===== src/rtl/mem_resp.sv =====
// mem_resp: memory-side TXB responder owning a single-word store with a fixed access latency.
// Optional build macro MEM_RESP_STALL_EN adds LFSR-driven back-pressure and protocol assertions.

package mem_resp_pkg;
  typedef enum logic {TX_RD = 1'b0, TX_WR = 1'b1} tx_kind_t;

  typedef struct packed {
    logic [1:0] core_addr;
    logic [1:0] mem_addr;
    tx_kind_t   kind;
    logic       acq_rel;
    logic [7:0] data;
  } tx_t;
endpackage

module mem_resp
  import mem_resp_pkg::*;
#(
  parameter logic [1:0]  MEM_ADDR = '0,
  parameter int unsigned LAT      = 2,
  parameter logic [7:0]  INIT_VAL = '0
) (
  input  logic clk,
  input  logic rst,
  input  logic req_src_rdy,
  output logic req_tgt_rdy,
  input  tx_t  req_tx,
  output logic rsp_src_rdy,
  input  logic rsp_tgt_rdy,
  output tx_t  rsp_tx
);

  localparam int CW = (LAT == 0) ? 1 : $clog2(LAT + 1);

  localparam logic [1:0] IDLE = 2'd0;
  localparam logic [1:0] BUSY = 2'd1;
  localparam logic [1:0] RESP = 2'd2;

  logic [1:0]    state;
  logic [CW-1:0] cnt;
  logic [7:0]    mem_word;
  tx_t           hold;
  logic          run;
  logic          accept_ok;
  logic          deliver_ok;
  logic          req_fire;
  logic          rsp_fire;

`ifdef MEM_RESP_STALL_EN
  logic [7:0] lfsr;

  // Fibonacci form of x^8+x^6+x^5+x^4+1.
  always_ff @(posedge clk or negedge rst) begin
    if (!rst) lfsr <= 8'h5A;
    else      lfsr <= {lfsr[6:0], lfsr[7] ^ lfsr[5] ^ lfsr[4] ^ lfsr[3]};
  end

  assign accept_ok  = lfsr[0];
  assign deliver_ok = lfsr[1];
`else
  assign accept_ok  = 1'b1;
  assign deliver_ok = 1'b1;
`endif

  // run keeps tgt_rdy low until the first edge after reset release.
  assign req_tgt_rdy = run && (state == IDLE) && accept_ok;
  assign req_fire    = req_src_rdy && req_tgt_rdy;
  assign rsp_src_rdy = (state == RESP);
  assign rsp_fire    = rsp_src_rdy && rsp_tgt_rdy && deliver_ok;
  assign rsp_tx      = hold;

  // NOTE: sequential state uses non-blocking assignments so every flop samples
  // pre-edge values; blocking here would make results depend on statement order.
  // NOTE: the store is a single register, not an array, so it can take a reset
  // value cheaply; an array-based store would normally be left unreset.
  always_ff @(posedge clk or negedge rst) begin
    if (!rst) begin
      state    <= IDLE;
      cnt      <= '0;
      mem_word <= INIT_VAL;
      hold     <= '0;
      run      <= 1'b0;
    end else begin
      run <= 1'b1;
      case (state)
        IDLE: begin
          if (req_fire) begin
            cnt <= CW'(LAT);
            if (req_tx.kind == TX_WR) begin
              mem_word <= req_tx.data;
              hold     <= req_tx;
            end else begin
              hold <= '{core_addr: req_tx.core_addr, mem_addr: req_tx.mem_addr,
                        kind: req_tx.kind, acq_rel: req_tx.acq_rel, data: mem_word};
            end
            state <= (LAT == 0) ? RESP : BUSY;
          end
        end
        BUSY: begin
          cnt <= cnt - 1'b1;
          if (cnt == CW'(1)) state <= RESP;
        end
        RESP: begin
          if (rsp_fire) state <= IDLE;
        end
        default: state <= IDLE;
      endcase
    end
  end

`ifdef MEM_RESP_STALL_EN
  logic stalled_q;
  tx_t  rsp_tx_q;

  always_ff @(posedge clk or negedge rst) begin
    if (!rst) begin
      stalled_q <= 1'b0;
      rsp_tx_q  <= '0;
    end else begin
      stalled_q <= rsp_src_rdy && !rsp_fire;
      rsp_tx_q  <= rsp_tx;
      if (req_fire) begin
        assert (state == IDLE) else $error("req transfer outside IDLE");
        assert (req_tx.mem_addr == MEM_ADDR) else $error("req mem_addr does not match MEM_ADDR");
      end
      if (stalled_q) begin
        assert (rsp_src_rdy && rsp_tx == rsp_tx_q) else $error("rsp changed while stalled");
      end
    end
  end
`endif

endmodule


===== config.mk =====
export PLATFORM = sky130hd
export DESIGN_NAME = mem_resp
export DESIGN_NICKNAME = d
export VERILOG_FILES = /design/src/rtl/mem_resp.sv
export SDC_FILE = /design/constraint.sdc
export NUM_CORES = 1
export LEC_CHECK = 0
export CAP_MARGIN = 10
export CORE_MARGIN = 3
export CORE_UTILIZATION = 49
export CTS_CLUSTER_DIAMETER = 40
export DETAILED_ROUTE_END_ITERATION = 6
export GPL_TIMING_DRIVEN = 0
export MAX_ROUTING_LAYER = met4
export PLACE_DENSITY = 0.8
export SYNTH_ARGS = -nofsm -noshare
export SYNTH_HDL_FRONTEND = slang
export SYNTH_SLANG_ARGS = --single-unit

===== constraint.sdc =====
create_clock -name clk -period 2.6 [get_ports clk]
set_input_delay 0.52 -clock clk [delete_from_list [all_inputs] [get_ports clk]]
set_output_delay 0.52 -clock clk [all_outputs]
set_load 0.005 [all_outputs]

# After elaboration in Yosys (flattened, before gate mapping)
# Index checks and enable logic that the tools add are counted.
# classes
n_addsub,1
n_eq_ne,6
n_mux,7
n_reduce_logical,9
# op_table
operator,n
two-way mux 10 bit,1
two-way mux 2 bit,4
case mux 2 bit (3 select lines),1
AND reduction 3 bit,2
"equality test 2 x 1 -> 1 bit, second input constant",2
"inequality test 2 bit, second input constant",2
case mux 2 bit (2 select lines),1
AND reduction 2 bit,2
logical AND 1 bit,3
"equality test 2 bit, second input constant",1
zero test 2 bit,1
"inequality test 2 x 1 -> 1 bit, second input constant",1
nonzero test 2 bit,1
"subtractor 2 x 1 -> 2 bit, second input constant",1
# totals
elab_cells,32
input_bits,18
reg_bits,27

# Depth between registers and ports, before layout
# logic_depth
ltp_word,5
depth_mapped,4
mapped_depth_nobuf,4

# Least setup slack after synthesis
# Ideal clock, no wire load.
# synth_timing
path_kind,input-to-reg
start,in req_tx[9] (netlist bit)
end,reg mem_word[0]
stages,4
t_arrival_ps,1294
setup_slack_ps,1181
path_buffers,2
path_cell_list,buf_4 and3_1 buf_6 mux2_2
# synth_between
elab_chain_cells,1
# synth_rtl
element,line_no,rtl
from (decl),27,"input tx_t req_tx,"
AND reduction 3 bit (no line),--,
to (signal assigned),90,mem_word <= req_tx.data;
to (decl),41,logic [7:0] mem_word;
# No other way between the ends.
# A chain may end at the register's enable or synchronous reset.

# Final worst setup path
# layout_timing
start,reg state[0]
end,out req_tgt_rdy
# layout_between
elab_chain_cells,2
# layout_rtl
element,line_no,rtl
from (decl),39,logic [1:0] state;
from (signal assigned),96,state <= (LAT == 0) ? RESP : BUSY;
zero test 2 bit,66,assign req_tgt_rdy = run && (state == IDLE) && accept_ok;
logical AND 1 bit,66,
to (decl),26,"output logic req_tgt_rdy,"
# No other way between the ends.

==> results <==
- The number of buffers inserted for hold repair after clock tree synthesis is 0.
- The number of flops mapped to enable cells by yosys is 0.
- The initialized floorplan defines 16 standard-cell rows.
- Before antenna repair, the detailed router went through 4 iterations.
- Max-cap violations in this run came to 0.
- For this design the ratio of total power to cell area is 1010 mW/mm^2.
- The post-route netlist has 20.3% of its cells at a drive strength greater than 1.
- The critical path buffer and inverter count is 1.
- The post-route antenna net violation count is 0.
- The flow ran to the end, and the final reports show no timing, DRC or antenna violations.
- Summed over all nets, the half-perimeter wirelength after detailed placement is 1630 um.
- On the critical path the largest part of the delay comes from buffers and inverters.
- The synthesized netlist contains 22 unique library cells.
- Once the floorplan was initialized, standard cells occupied 54.5% of the core.
- Clock latency on the worst-skew pair, taken at its later pin, is 330 ps.
- The critical path goes through nor3b_2 > clkdlybuf4s50_1.
- CTS saw 27 sinks.
- The worst supply voltage drop on vdd is 0.000671 V.
- In the post-synthesis netlist, the cell with the most instances is sky130_fd_sc_hd__dfrtp_1.
- Based on the critical path, the design can be clocked at up to 482 MHz.
- Counting every net in the synthesized netlist gives 105.
- The number of setup buffers added after CTS is 0.
- The setup check on the worst reg-to-reg path leaves a slack of 1130 ps.
- The die area is 0.00293 sq mm.
- The leftover overflow at the end of global routing is 0.
- Once layout is complete, the utilization of the core stands at 74.1%.
- The number of cells produced by synthesis is 86.
- The final layout contains routed wiring with a total length of 2250 um.
- The total power after layout is 1560 uW.
- The worst path needs 2070 ps of the cycle, external delays included.
- The total CTS buffers is 3.
- Post-CTS repair changed the size of 0 cells.
- In the routed design, unresolved DRC markers number 0.
- STA classifies the critical path endpoint as an output pin.
- The maximum buffer depth of the clock tree is 2.
- The Yosys warning count is 0.
- The die height is 54.1 um.
- In this run the tool buffered the top-level ports with 32 buffer cells.
- The launching element type of the critical path is a register.
- In this run the worst path has a maximum fanout of 4.
- The fraction of post-synthesis cell area in the top cell type by area is 59.5%.
- TritonCTS built the clock tree.
- The number of global-route vias before repair is 811.
- The largest single stage delay on the critical path is 540 ps.
- In the global route stage, overall resource usage came out at 18.0%.
- For this run, the post-layout net count is 143.
- After detailed routing, the number of vias per cell comes to 5.23.
- The post-synthesis area per instance is 13.2 sq um.
- The DRC marker count from the first detailed-route iteration is 6.
- The area added between synthesis and finish is 35.9%.
- CTS built an H-tree with a depth of 1.
- Entering global routing, the biggest net connects 28 pins.
- The part of the cycle the worst path needs is 79.8%.
- After detailed routing, the average wire length per cell comes to 15.0 um.
- The number of antenna violations at the first check in global routing was 0.
- Summing the sequential cell areas from Yosys gives 59.5% of the chip area.
- 0 antenna diodes ended up in the layout.
- The aggregate negative setup slack is 0 ps.
- The root buffer cell is sky130_fd_sc_hd__clkbuf_4.
- For this run, the leading register cell type out of synthesis is sky130_fd_sc_hd__dfrtp_1.
- The total via count after detailed routing is 785.
- The width of the die is 54.1 um.
- Setup repair after global routing left no endpoint under its margin.
- The number of top-level design ports is 34.
- The maximum clock skew at final layout is 3.50 ps.
- By count the netlist is led by 27 x sky130_fd_sc_hd__dfrtp_1, 13 x sky130_fd_sc_hd__mux2_2, 9 x sky130_fd_sc_hd__nor2_1.
- The critical path is of the register to output pin type.
- For this run, asynchronously set or reset flops after synthesis account for 100%.
- The region available for standard cell placement spans 0.00208 sq mm.
- The data arrival time of the critical path is 1550 ps.
- Routability-driven placement finished with a final weighted congestion of 0.744.
- The synthesized cell area is 0.00113 sq mm.
- After synthesis, the cell types taking the most area are sky130_fd_sc_hd__dfrtp_1 60%, sky130_fd_sc_hd__mux2_2 13%, sky130_fd_sc_hd__mux2i_1 7.1%.
- The path class of the tightest hold or removal check is primary input to asynchronous set/reset pin.
- The number of storage elements in the synthesis netlist is 27.
- The number of pins exceeding their max-slew limit in the final report is 0.
- The first global-routing pass estimated 3570 um of wire.
- The required time reported for the critical path endpoint is 2080 ps.
- The number of failing hold endpoints at the final stage is 0.
- Summed over all instances, the cell type with the most area after synthesis is sky130_fd_sc_hd__dfrtp_1.
- Setup violations remaining at the end of the flow were counted as 0.
- The leakage power is 0.000682 uW.
- Clock-pin slew was measured on the worst setup and hold paths at 140 ps.
- The slowest stage of the critical path is the sky130_fd_sc_hd__clkdlybuf4s50_1 cell.
cells by family (layout without fill, tap and decap cells):
| group | Yosys count | after routing | share of synthesized area (%) |
|---|---|---|---|
| AO/OA/AOI/OAI | 13 | 13 | 6.51 |
| adder cells (fa/ha/maj) | 1 | 1 | 1.10 |
| buffers and inverters | 7 | 44 | 4.08 |
| flip-flops | 27 | 27 | 59.5 |
| multiplexers | 21 | 21 | 20.0 |
| other | 1 | 1 | 0.330 |
| AND/OR/NAND/NOR | 16 | 16 | 8.49 |
per-stage QoR:
stage	cell area (sq um)	setup WS, ps	instances	hold slack, ps
3_5_place_dp	1490	618	145	487
6_report	1540	526	150	495
4_1_cts	1520	497	149	515
3_3_place_gp	1490	678	145	485
5_1_grt	1540	404	150	486
2_1_floorplan	1130	1180	86	224
registers in the layout, summed over array words and instances (netlist names):
signal,flops
rsp_tx,14
mem_word,8
cnt,2
state,2
run,1
worst paths after layout:
path | start | endpoint | depth (start not counted)
worst max-delay path | state[0] | req_tgt_rdy | 2
max in group asynchronous | rst | state[1] | 2
worst min-delay path | rst | rsp_tx[3] | 1
worst max register to register | state[0] | mem_word[7] | 4
min in group clk | rsp_tx[9] | rsp_tx[9] | 1
worst min register to register | rsp_tx[9] | rsp_tx[9] | 1
report_power, final:
group | internal (uW) | total (uW) | switching (uW)
Combinational | 416 | 642 | 226
Clock | 60.2 | 183 | 122
Sequential | 620 | 733 | 112
Total | 1100 | 1560 | 461
cell usage in the layout (no fill, tap or decap), types with 2 or more instances in the layout:
cell	count
sky130_fd_sc_hd__nor2_1	9
sky130_fd_sc_hd__mux2i_1	8
sky130_fd_sc_hd__inv_1	3
sky130_fd_sc_hd__o21ai_0	2
sky130_fd_sc_hd__dfrtp_1	27
sky130_fd_sc_hd__clkbuf_4	3
sky130_fd_sc_hd__clkdlybuf4s50_1	32
sky130_fd_sc_hd__mux2_2	13
sky130_fd_sc_hd__buf_6	2
sky130_fd_sc_hd__a21oi_1	8
final cells by class:
cell class	instances	area (sq um)
Buffer	4	35.0
Clock buffer	4	26.3
Fill cell	145	539
Inverter	3	11.3
Multi-Input combinational cell	52	413
Sequential cell	27	676
Tap cell	27	33.8
Timing Repair Buffer	33	348
layer usage:
metal / track usage (%) / vias up / part of all wire, %
met5: - / - / 0
met4: 9.96 / 0 / 2.0
met3: 2.49 / 5 / 3.5
met2: 29.9 / 25 / 53
met1: 20.7 / 389 / 42
li1: - / 366 / -
No activity file was read; power rests on OpenSTA's default activity.
